`config.mk`:
```
export PLATFORM = sky130hd
export DESIGN_NAME = memory_access_cycle
export DESIGN_NICKNAME = d
export VERILOG_FILES = /design/src/rtl/memory_access_cycle.sv
export SDC_FILE = /design/constraint.sdc
export NUM_CORES = 1
export LEC_CHECK = 0
export ABC_AREA = 1
export BUFFER_PORTS_ARGS = -buffer_cell sky130_fd_sc_hd__buf_4
export CORE_AREA = 4 4 159 161
export CTS_CLUSTER_DIAMETER = 50
export DETAILED_ROUTE_END_ITERATION = 12
export DIE_AREA = 0 0 163 165
export PLACE_DENSITY = 0.57
export SLEW_MARGIN = 30
export SYNTH_ARGS = -nofsm -noshare
export SYNTH_HDL_FRONTEND = slang
export SYNTH_SLANG_ARGS = --single-unit
```
`constraint.sdc`:
```
create_clock -name clk -period 2.2 [get_ports clk]
set_clock_uncertainty 0.2 [all_clocks]
set_input_delay 0.33 -clock clk [delete_from_list [all_inputs] [get_ports clk]]
set_output_delay 0.33 -clock clk [all_outputs]
set_load 0.01 [all_outputs]
```
`src/rtl/memory_access_cycle.sv`:
```
// SimpleRisc M stage: data-memory req/ack with stall and timeout abort,
// plus the M-W pipeline buffer and the M-stage forwarding value.
module memory_access_cycle #(
    parameter int TIMEOUT = 16
) (
    input  logic        clk,
    input  logic        rst,
    input  logic [31:0] pc_M,
    input  logic [31:0] alu_result_M,
    input  logic [31:0] rd2_M,
    input  logic [31:0] instruction_M,
    input  logic        isLd_M,
    input  logic        isSt_M,
    input  logic        isWb_M,
    input  logic        isCall_M,
    input  logic [3:0]  RD_M,
    input  logic [3:0]  ra_M,
    output logic        dmem_req,
    output logic        dmem_we,
    output logic [31:0] dmem_addr,
    output logic [31:0] dmem_wdata,
    input  logic        dmem_ack,
    input  logic [31:0] dmem_rdata,
    output logic        stall_M,
    output logic [31:0] data_M_E,
    output logic        mem_err,
    output logic [31:0] pc_W,
    output logic [31:0] alu_result_W,
    output logic [31:0] ld_result_W,
    output logic [31:0] instruction_W,
    output logic        isWb_W,
    output logic        isLd_W,
    output logic        isCall_W,
    output logic [3:0]  RD_W,
    output logic [3:0]  ra_W
);

    localparam int CW = $clog2(TIMEOUT);
    localparam logic [CW-1:0] LAST = CW'(TIMEOUT - 1);

    typedef enum logic {IDLE, WAIT} state_t;

    state_t        state;
    logic [CW-1:0] cnt;
    logic          memop;
    logic          abort;

    assign memop      = isLd_M | isSt_M;
    assign dmem_req   = !rst && memop && (state == IDLE || state == WAIT);
    assign dmem_we    = isSt_M;
    assign dmem_addr  = alu_result_M;
    assign dmem_wdata = rd2_M;
    assign data_M_E   = alu_result_M;

    assign abort   = (state == WAIT) && (cnt == LAST) && !dmem_ack;
    assign stall_M = dmem_req && !dmem_ack && !abort;

    always_ff @(posedge clk) begin
        if (rst) begin
            state         <= IDLE;
            cnt           <= '0;
            mem_err       <= 1'b0;
            pc_W          <= '0;
            alu_result_W  <= '0;
            ld_result_W   <= '0;
            instruction_W <= '0;
            isWb_W        <= 1'b0;
            isLd_W        <= 1'b0;
            isCall_W      <= 1'b0;
            RD_W          <= '0;
            ra_W          <= '0;
        end else begin
            unique case (state)
                IDLE: begin
                    if (dmem_req && !dmem_ack) begin
                        state <= WAIT;
                        cnt   <= CW'(1);
                    end
                end
                WAIT: begin
                    if (!memop || dmem_ack) begin
                        state <= IDLE;
                        cnt   <= '0;
                    end else if (abort) begin
                        state   <= IDLE;
                        cnt     <= '0;
                        mem_err <= 1'b1;
                    end else begin
                        cnt <= cnt + 1'b1;
                    end
                end
                default: begin
                    state <= IDLE;
                    cnt   <= '0;
                end
            endcase

            unique case (1'b1)
                stall_M: begin
                    instruction_W <= '0;
                    isWb_W        <= 1'b0;
                    isLd_W        <= 1'b0;
                    isCall_W      <= 1'b0;
                end
                // a faulting access still retires, but writes nothing back
                abort: begin
                    pc_W          <= pc_M;
                    alu_result_W  <= alu_result_M;
                    ld_result_W   <= '0;
                    instruction_W <= instruction_M;
                    isWb_W        <= 1'b0;
                    isLd_W        <= 1'b0;
                    isCall_W      <= 1'b0;
                    RD_W          <= RD_M;
                    ra_W          <= ra_M;
                end
                default: begin
                    pc_W          <= pc_M;
                    alu_result_W  <= alu_result_M;
                    ld_result_W   <= (isLd_M && dmem_ack) ? dmem_rdata : '0;
                    instruction_W <= instruction_M;
                    isWb_W        <= isWb_M;
                    isLd_W        <= isLd_M;
                    isCall_W      <= isCall_M;
                    RD_W          <= RD_M;
                    ra_W          <= ra_M;
                end
            endcase
        end
    end

endmodule

```
==> run_results.csv, run 1 <==
group,metric,value,unit
placement,dp_hpwl,13400,um
final_layout,syn_to_final_growth,73.1,%
routing,vias,5735,
global_routing,grt_use_total,0.136,
timing,setup_viol,0,
synthesis,synth-simple-area-share,0.192,
timing,tightestPinTransition,400,ps
die,coreArea,24000,sq um
clock_tree,cts_tree,"yes",
synthesis,netlist_area,5640,sq um
routing,viasPerCell,4.04,
final_layout,antenna_cells,0,
global_routing,grt_pass1_wl,29100,um
power_and_ir_drop,p_leak,4.77,nW
timing,slew_headroom,0.733,
synthesis,synth_top_family_by_area,"buffers and inverters",
clock_tree,htreeDepth,4,
synthesis,ys_top_cells_by_area,"dfxtp_1 (51%), buf_4 (13%), nor2_1 (12%)",
synthesis,synth-async-reset-ratio,0,
die,die_w,163,um
placement,post-place-ws,348,ps
timing,hold_violations,0,
critical_path,worstSetupPathType,"flop to output pin",
power_and_ir_drop,ir_drop,0.400,mV
placement,gp_congestion,0.749,
critical_path,crit_path_start_kind,"flop",
min_path,hold_class,"input port to flop",
timing,max_freq,483,MHz
synthesis,synth-xor-area-share,0,
die,start_util,0.235,
synthesis,synth_nets,884,
critical_path,critPathCaptureType,"output pin",
synthesis,yosysUniqueCellTypes,19,
final_layout,fill_cells,2418,
timing,fin_ws,130,ps
power_and_ir_drop,finalPower,6.95,mW
power_and_ir_drop,power_density,712,nW/um^2
routing,routedWlPerCell,13.8,um
synthesis,seq_area_frac_synth,0.514,
synthesis,synth_cells,708,
timing,tns,0,ps
final_layout,drive_above_1_share,0.361,
global_routing,grt_max_degree,77,
clock_tree,cts_setup_buffers,0,
global_routing,first_global_vias,5704,
timing,final.min_clock_period,2070,ps
routing,drtIter0Drc,250,
synthesis,synth_top_area_cell,"dfxtp_1",
run,maxCapViolCount,0,
synthesis,synthAdderAreaFrac,0.00222,
die,die_h,165,um
synthesis,yosys_warnings,0,
clock_tree,cts_buffer_depth,2,
synthesis,synth.area.mux_share,0,
critical_path,path_max_fanout,12,
final_layout,fin_util,0.408,
critical_path,cp.required,1670,ps
clock_tree,cts-root-buf,"clkbuf_16",
synthesis,yosysTopAreaCellShare,0.514,
clock_tree,numClockSinks,145,
clock_tree,clock_latency,410,ps
die,io_pins,414,
clock_tree,numCtsBuffers,17,
synthesis,synth_most_common_cell,"nor2_1",
clock_tree,ctsHoldBuffers,132,
synthesis,ys_ff_latch,145,
routing,wirelength,19600,um
final_layout,final_nets,1261,
timing,finalCritPeriodShare,0.941,
synthesis,synth_top_flop_cell,"dfxtp_1",
synthesis,syn_area_per_cell,7.97,sq um
global_routing,antenna_found_initial,0,
die,rows,57,
placement,portBuffers,349,
clock_tree,cts_resized,0,
synthesis,synth_compound_area_frac,0.0967,
routing,drt_first_pass_iters,4,
synthesis,synthTopCellsByCount,"nor2_1 (183), dfxtp_1 (145), buf_4 (99), nand2_1 (82), o21ai_0 (53)",
timing,grt_setup_unrepaired,"no",
synthesis,synth_edf_count,0,
routing,ant_nets,0,
critical_path,crit_arrival,1540,ps
clock_tree,path_clk_slew,70,ps
die,die_area,26900,sq um
run_status,status,"completed",
routing,drc_errors,0,
global_routing,overflow,0,
timing,maxSlewViolCount,0,
report_power, final:
group / switching (mW) / internal [mW] / total, mW
combinational: 0.519 / 0.661 / 1.18
sequential: 0.0692 / 2.78 / 2.85
clock: 1.21 / 1.72 / 2.92
total: 1.79 / 5.16 / 6.95
per-stage QoR:
step	instances	hold slack (ps)	cell area [sq um]
3_3_place_gp	1258	248	7850
2_1_floorplan	708	242	5640
4_1_cts	1421	0.344	9770
3_5_place_dp	1258	255	7850
5_1_grt	1421	12.5	9770
6_report	1421	17.4	9770
sequential cells by signal (all words and copies together) (netlist names):
| name | count |
|---|---|
| alu_result_W | 32 |
| instruction_W | 32 |
| ld_result_W | 32 |
| pc_W | 32 |
| RD_W | 4 |
| cnt | 4 |
| ra_W | 4 |
| isCall_W | 1 |
| isLd_W | 1 |
| isWb_W | 1 |
| mem_err | 1 |
| state | 1 |
cell families (layout without fill, tap and decap cells):
| kind of cell | Yosys count | in the layout |
|---|---|---|
| simple gates | 276 | 276 |
| buf+inv | 177 | 566 |
| flops | 145 | 145 |
| compound gates | 109 | 109 |
| fa+ha+maj | 1 | 1 |
layout make-up:
cell class | instances | area, sq um | share of cell area
well taps | 324 | 405 | 0.0415
inverters | 44 | 169 | 0.0173
clock buffers | 18 | 439 | 0.0450
multi-input cells | 386 | 1640 | 0.168
flip-flops and latches | 145 | 2900 | 0.297
clock inverters | 13 | 154 | 0.0158
repair buffers | 491 | 4050 | 0.415
final timing paths:
kind	depth (start not counted)	from	end	slack, ps
worst max-delay path	5	cnt[1]	stall_M	130
worst min-delay path	3	alu_result_M[27]	alu_result_W[27]	20
worst max register to register	8	cnt[1]	instruction_W[11]	360
worst min register to register	2	ld_result_W[27]	ld_result_W[27]	260
metal layers:
metal	track usage	routed length (um)	vias up
met3	0.0414	1610	27
li1	-	-	2841
met2	0.250	10100	223
met1	0.148	7580	2644
met5	0	0	-
met4	0.0465	353	0
cells in the final DEF (no fill, tap or decap), drive strengths merged:
| cell type | n |
|---|---|
| a21oi | 36 |
| buf | 359 |
| bufinv | 2 |
| clkbuf | 18 |
| clkinv | 4 |
| clkinvlp | 4 |
| dfxtp | 145 |
| dlygate4sd3 | 132 |
| ha | 1 |
| inv | 47 |
| nand2 | 82 |
| nand3 | 8 |
| nor2 | 185 |
| o21ai | 73 |
| or2 | 1 |
worst max-delay path: stages (launching register included):
cell and delay, ps:
dfxtp_1 330, ha_1 190, nand2_1 130, nor2_4 80, nor2_8 230, buf_4 180
No activity file was read; power rests on OpenSTA's default activity.
==> run 2: changes to the inputs <==
Settings changed: CORE_AREA 4 4 159 161 to 2 2 161 163, PLACE_DENSITY 0.57 to 0.55.
==> run 2 against run 1 <==
  * Flip-flop and latch count is the same
  * Largest power group unchanged
  * Setup slack lost 14 ps
  * Critical path depth up 1
  * Fmax fell by 0.65%
  * Cell count rose by 0.28%
  * Sequential share of layout area decreased by 0.093 points
  * Global-route usage shrank 0.54 points
  * Combinational power barely moved
  * Non-clock buffer count decreased by 2
  * Register-to-register slack got worse by 100 ps
  * Largest cell class unchanged
  * Total power is 1.2% higher
  * Core utilization is 1.6 points lower
==> run_results.csv, run 2 (synthesized netlist as in run 1, its figures left out) <==
group,metric,value,unit
routing,vias,5620,
critical_path,crit_end,"stall_M",
timing,tns,0,ps
critical_path,critPathCaptureType,"output pin",
die,start_util,0.225,
min_path,hold_class,"input port to flop",
final_layout,syn_to_final_growth,73.7,%
power_and_ir_drop,ir_drop,0.330,mV
critical_path,cp.required,1670,ps
power_and_ir_drop,p_seq_frac,0.405,
timing,max_freq,480,MHz
timing,tightestPinTransition,404,ps
clock_tree,numClockSinks,145,
placement,post-place-ws,357,ps
critical_path,crit_path_start_kind,"flop",
routing,routedWlPerCell,13.2,um
global_routing,antenna_found_initial,0,
clock_tree,clock_latency,400,ps
die,die_w,163,um
die,coreArea,25000,sq um
timing,slew_headroom,0.730,
timing,maxSlewViolCount,0,
timing,hold_violations,0,
clock_tree,htreeDepth,4,
critical_path,timing.rr.start,"cnt[1]",
global_routing,grt_pass1_wl,27600,um
timing,fin_ws,117,ps
power_and_ir_drop,intPower,5.30,mW
placement,gp_congestion,0.753,
timing,finalCritPeriodShare,0.947,
final_layout,final_cell_mix,"buf_4 (357), nor2_1 (183), dfxtp_1 (144)",
final_layout,final_nets,1259,
die,die_area,26900,sq um
power_and_ir_drop,comb_power_share,0.166,
routing,wirelength,18800,um
critical_path,crit_arrival,1550,ps
placement,portBuffers,349,
timing,setup_viol,0,
power_and_ir_drop,switching_share,0.248,
clock_tree,cts_tree,"yes",
clock_tree,numCtsBuffers,17,
clock_tree,path_clk_slew,70,ps
timing,grt_setup_unrepaired,"no",
global_routing,first_global_vias,5301,
critical_path,path_max_fanout,19,
placement,place_area,7860,sq um
final_layout,final_area,9800,sq um
global_routing,grt_max_degree,77,
final_layout,antenna_cells,0,
run,maxCapViolCount,0,
clock_tree,cts_buffer_depth,2,
routing,drtIter0Drc,291,
critical_path,r2r_setup_slack,260,ps
routing,drt_first_pass_iters,6,
routing,viasPerCell,3.94,
die,rows,58,
power_and_ir_drop,p_leak,4.79,nW
routing,drc_errors,0,
die,io_pins,414,
placement,dp_hpwl,12400,um
critical_path,worstSetupPathType,"flop to output pin",
clock_tree,cts-root-buf,"clkbuf_16",
die,die_h,165,um
final_layout,drive_above_1_share,0.364,
power_and_ir_drop,power_density,718,nW/um^2
global_routing,grt_use_total,0.131,
global_routing,overflow,0,
critical_path,r2r_end,"pc_W[20]",
critical_path,crit_start,"cnt[1]",
timing,final.min_clock_period,2080,ps
power_and_ir_drop,p_sw,1.74,mW
power_and_ir_drop,clockPowerShare,0.429,
final_layout,final_common_cell,"buf_4",
run_status,status,"completed",
routing,ant_nets,0,
min_path,hold_path_depth,3,
critical_path,r2r_cells,9,
-- run 2: changes by cell type in the layout (fill, tap and decap cells not counted), sizes merged --
cell	before	now
clkinvlp	4	3
clkinv	4	3
bufinv	2	3
inv	47	46
bufbuf	0	1
dlygate4sd3	132	127
clkbuf	18	20
buf	359	361
-- run 2: worst max-delay path, cell delays in order (launching register included) --
cell     delay [ps]
dfxtp_2         340
ha_1            150
nand2_1         100
nor2_4          190
nor2_8           60
buf_12          150
buf_4           150
-- run 2: cell type report --
class,instances,area [sq um]
Clock inverter,11,153
Fill cell,2535,15200
Inverter,44,169
Tap cell,330,413
Timing Repair Buffer,489,4060
Clock buffer,20,457
Multi-Input combinational cell,386,1640
Sequential cell,145,2900
-- run 2: routing by layer --
metal,routed length (um),GRT usage
met5,0,0
met4,267,0.0414
met3,1390,0.0387
met2,9560,0.234
met1,7640,0.149
-- run 2: worst min-delay path by stage --
stage | startpoint | to | slack (ps)
floorplan | instruction_M[0] | instruction_W[0] | 240
global placement | ld_result_W[26] | ld_result_W[26] | 250
detailed placement | ld_result_W[20] | ld_result_W[20] | 250
CTS | alu_result_M[31] | alu_result_W[31] | 0.4
global route | dmem_rdata[9] | ld_result_W[9] | 3
finish | alu_result_M[7] | alu_result_W[7] | 20
-- run 2: repair_timing --
| action | CTS | global route |
|---|---|---|
| resized for setup | 0 | 1 |
| hold buffers | 127 | 0 |
| setup buffers | 0 | 4 |
| cloned | 1 | 0 |
| endpoints found under the hold margin | 127 | 0 |
| endpoints found under the setup margin | 1 | 1 |
| pin swaps | 2 | 2 |
-- run 2: power groups by stage --
stage / Sequential [mW] / Combinational, mW / Clock (mW)
after floorplan: 2.98 / 0.432 / 0
after global placement: 2.90 / 0.979 / 0
after detailed placement: 2.91 / 0.981 / 0
after CTS: 2.85 / 1.18 / 3.14
after global routing: 2.87 / 1.27 / 3.25
final: 2.85 / 1.17 / 3.02
-- run 2: through the flow --
step                      hold WS (ps)  utilization  std cells  power, mW
after floorplan                    242            -        708       3.41
after global placement             248        0.314       1262       3.88
after detailed placement           254        0.314       1262       3.89
after CTS                        0.391        0.390       1421       7.17
after global routing              3.04        0.392       1425       7.38
final                             16.1        0.392       1425       7.04
==> run 3: changes to the inputs <==
Settings changed: HOLD_SLACK_MARGIN set to 0.08.
==> run 3 against run 2 <==
  * Setup slack got worse by 1.6 ps
  * Sequential power about the same
  * Core utilization grew 0.48 points
  * Cell area up 1.2%
  * Cell count rose by 0.84%
  * Fmax barely moved
  * Global-route usage increased by 0.17 points
  * Hold slack gained 100 ps
  * Routed wire length increased by 0.90%
  * Largest cell class unchanged
  * Highest routed layer unchanged
==> run_results.csv, run 3 (synthesized netlist as in run 1, its figures left out) <==
group,metric,value,unit
min_path,hp-start,"dmem_ack",
timing,grt_setup_unrepaired,"no",
critical_path,timing.rr.start,"cnt[1]",
min_path,hold_path_depth,4,
clock_tree,numCtsBuffers,17,
final_layout,final_nets,1271,
die,io_pins,414,
critical_path,worstSetupPathType,"flop to output pin",
final_layout,multi_input_area,1640,sq um
die,rows,58,
timing,maxSlewViolCount,0,
power_and_ir_drop,ir_drop,0.330,mV
power_and_ir_drop,clockPowerShare,0.428,
critical_path,path_max_fanout,19,
power_and_ir_drop,finalPower,7.06,mW
critical_path,crit_start,"cnt[1]",
routing,wirelength,19000,um
die,die_area,26900,sq um
final_layout,regArea,2900,sq um
timing,hold_violations,0,
placement,gp_congestion,0.753,
critical_path,slowest_delay,340,ps
timing,tightestPinTransition,419,ps
min_path,hold_class,"input port to flop",
global_routing,overflow,0,
power_and_ir_drop,p_sw,1.75,mW
clock_tree,numClockSinks,145,
routing,drc_errors,0,
run,maxCapViolCount,0,
clock_tree,clock_latency,400,ps
power_and_ir_drop,comb_power_share,0.169,
final_layout,antenna_cells,0,
power_and_ir_drop,power_density,711,nW/um^2
power_and_ir_drop,p_leak,4.84,nW
final_layout,syn_to_final_growth,75.8,%
power_and_ir_drop,switching_share,0.248,
timing,slew_headroom,0.721,
critical_path,critical_path.cell_chain,"ha_1 > nand2_1 > nor2_4 > nor2_8 > buf_12 > buf_4",
critical_path,crit_arrival,1550,ps
power_and_ir_drop,p_seq_frac,0.404,
critical_path,cp.required,1670,ps
critical_path,critPathCaptureType,"output pin",
run_status,status,"completed",
routing,vias,5646,
timing,max_freq,480,MHz
critical_path,crit_path_start_kind,"flop",
routing,viasPerCell,3.93,
global_routing,grt_max_degree,77,
timing,setup_viol,0,
clock_tree,htreeDepth,4,
timing,final.min_clock_period,2080,ps
critical_path,critPathSlowestCell,"dfxtp_2",
clock_tree,cts_tree,"yes",
placement,dp_hpwl,12400,um
die,die_h,165,um
timing,finalCritPeriodShare,0.948,
clock_tree,cts_buffer_depth,2,
timing,tns,0,ps
placement,portBuffers,349,
global_routing,grt_pass1_wl,27900,um
clock_tree,path_clk_slew,70,ps
clock_tree,cts-root-buf,"clkbuf_16",
global_routing,antenna_found_initial,0,
final_layout,final_cell_mix,"buf_4 (357), nor2_1 (183), dfxtp_1 (144)",
final_layout,drive_above_1_share,0.360,
die,die_w,163,um
routing,drtIter0Drc,288,
die,start_util,0.225,
routing,ant_nets,0,
die,coreArea,25000,sq um
global_routing,first_global_vias,5356,
routing,drt_first_pass_iters,4,
global_routing,grt_use_total,0.132,
final_layout,final_common_cell,"buf_4",
final_layout,fill_cells,2517,
power_and_ir_drop,intPower,5.31,mW
critical_path,r2r_cells,9,
routing,routedWlPerCell,13.2,um
run 3: metal layers:
layer,global-route usage,vias to the layer above,wire (um)
li1,-,2864,-
met1,0.151,2534,7600
met2,0.237,227,9750
met3,0.0397,21,1390
met4,0.0426,0,280
met5,0,-,0
run 3: critical path, delay by kind of cell, from the launching register on:
kind	cells	cell delay, ps
and+or+nand+nor	3	350
buffers and inverters	2	300
DFF	1	340
adders and majority gates	1	150
run 3: area by class of cell:
type / instances / area share
Timing Repair Buffer: 501 / 0.422
Sequential cell: 145 / 0.293
Multi-Input combinational cell: 386 / 0.166
Clock buffer: 20 / 0.0460
Tap cell: 330 / 0.0416
Inverter: 44 / 0.0170
Clock inverter: 11 / 0.0154
run 3: timing repair:
item	in CTS	in global routing
buffers inserted	0	4
resized for setup	0	1
setup endpoints to repair	1	1
gates cloned	1	0
pin swaps	2	2
endpoints found under the hold margin	139	0
hold buffers	139	0
run 3: path summary, 6_finish.rpt:
path,slack [ps],to
worst min-delay path,120,state
worst max-delay path,120,stall_M
worst max register to register,250,pc_W[20]
worst min register to register,260,ld_result_W[25]
run 3: power groups by stage:
stage	Combinational, mW	Clock [mW]	Sequential (mW)
after global placement	0.979	0	2.90
after global routing	1.29	3.25	2.87
final	1.19	3.02	2.85
after detailed placement	0.981	0	2.91
after floorplan	0.432	0	2.98
after CTS	1.20	3.14	2.85
run 3: per-stage QoR:
stage               hold slack (ps)  utilization  worst slack [ps]  std cells  cell area, sq um
global placement                248        0.314               391       1262              7860
detailed placement              254        0.314               357       1262              7860
global route                    122        0.396              6.82       1437              9920
CTS                            98.8        0.395              2.00       1433              9890
floorplan                       242            -               574        708              5640
finish                          119        0.396               115       1437              9920
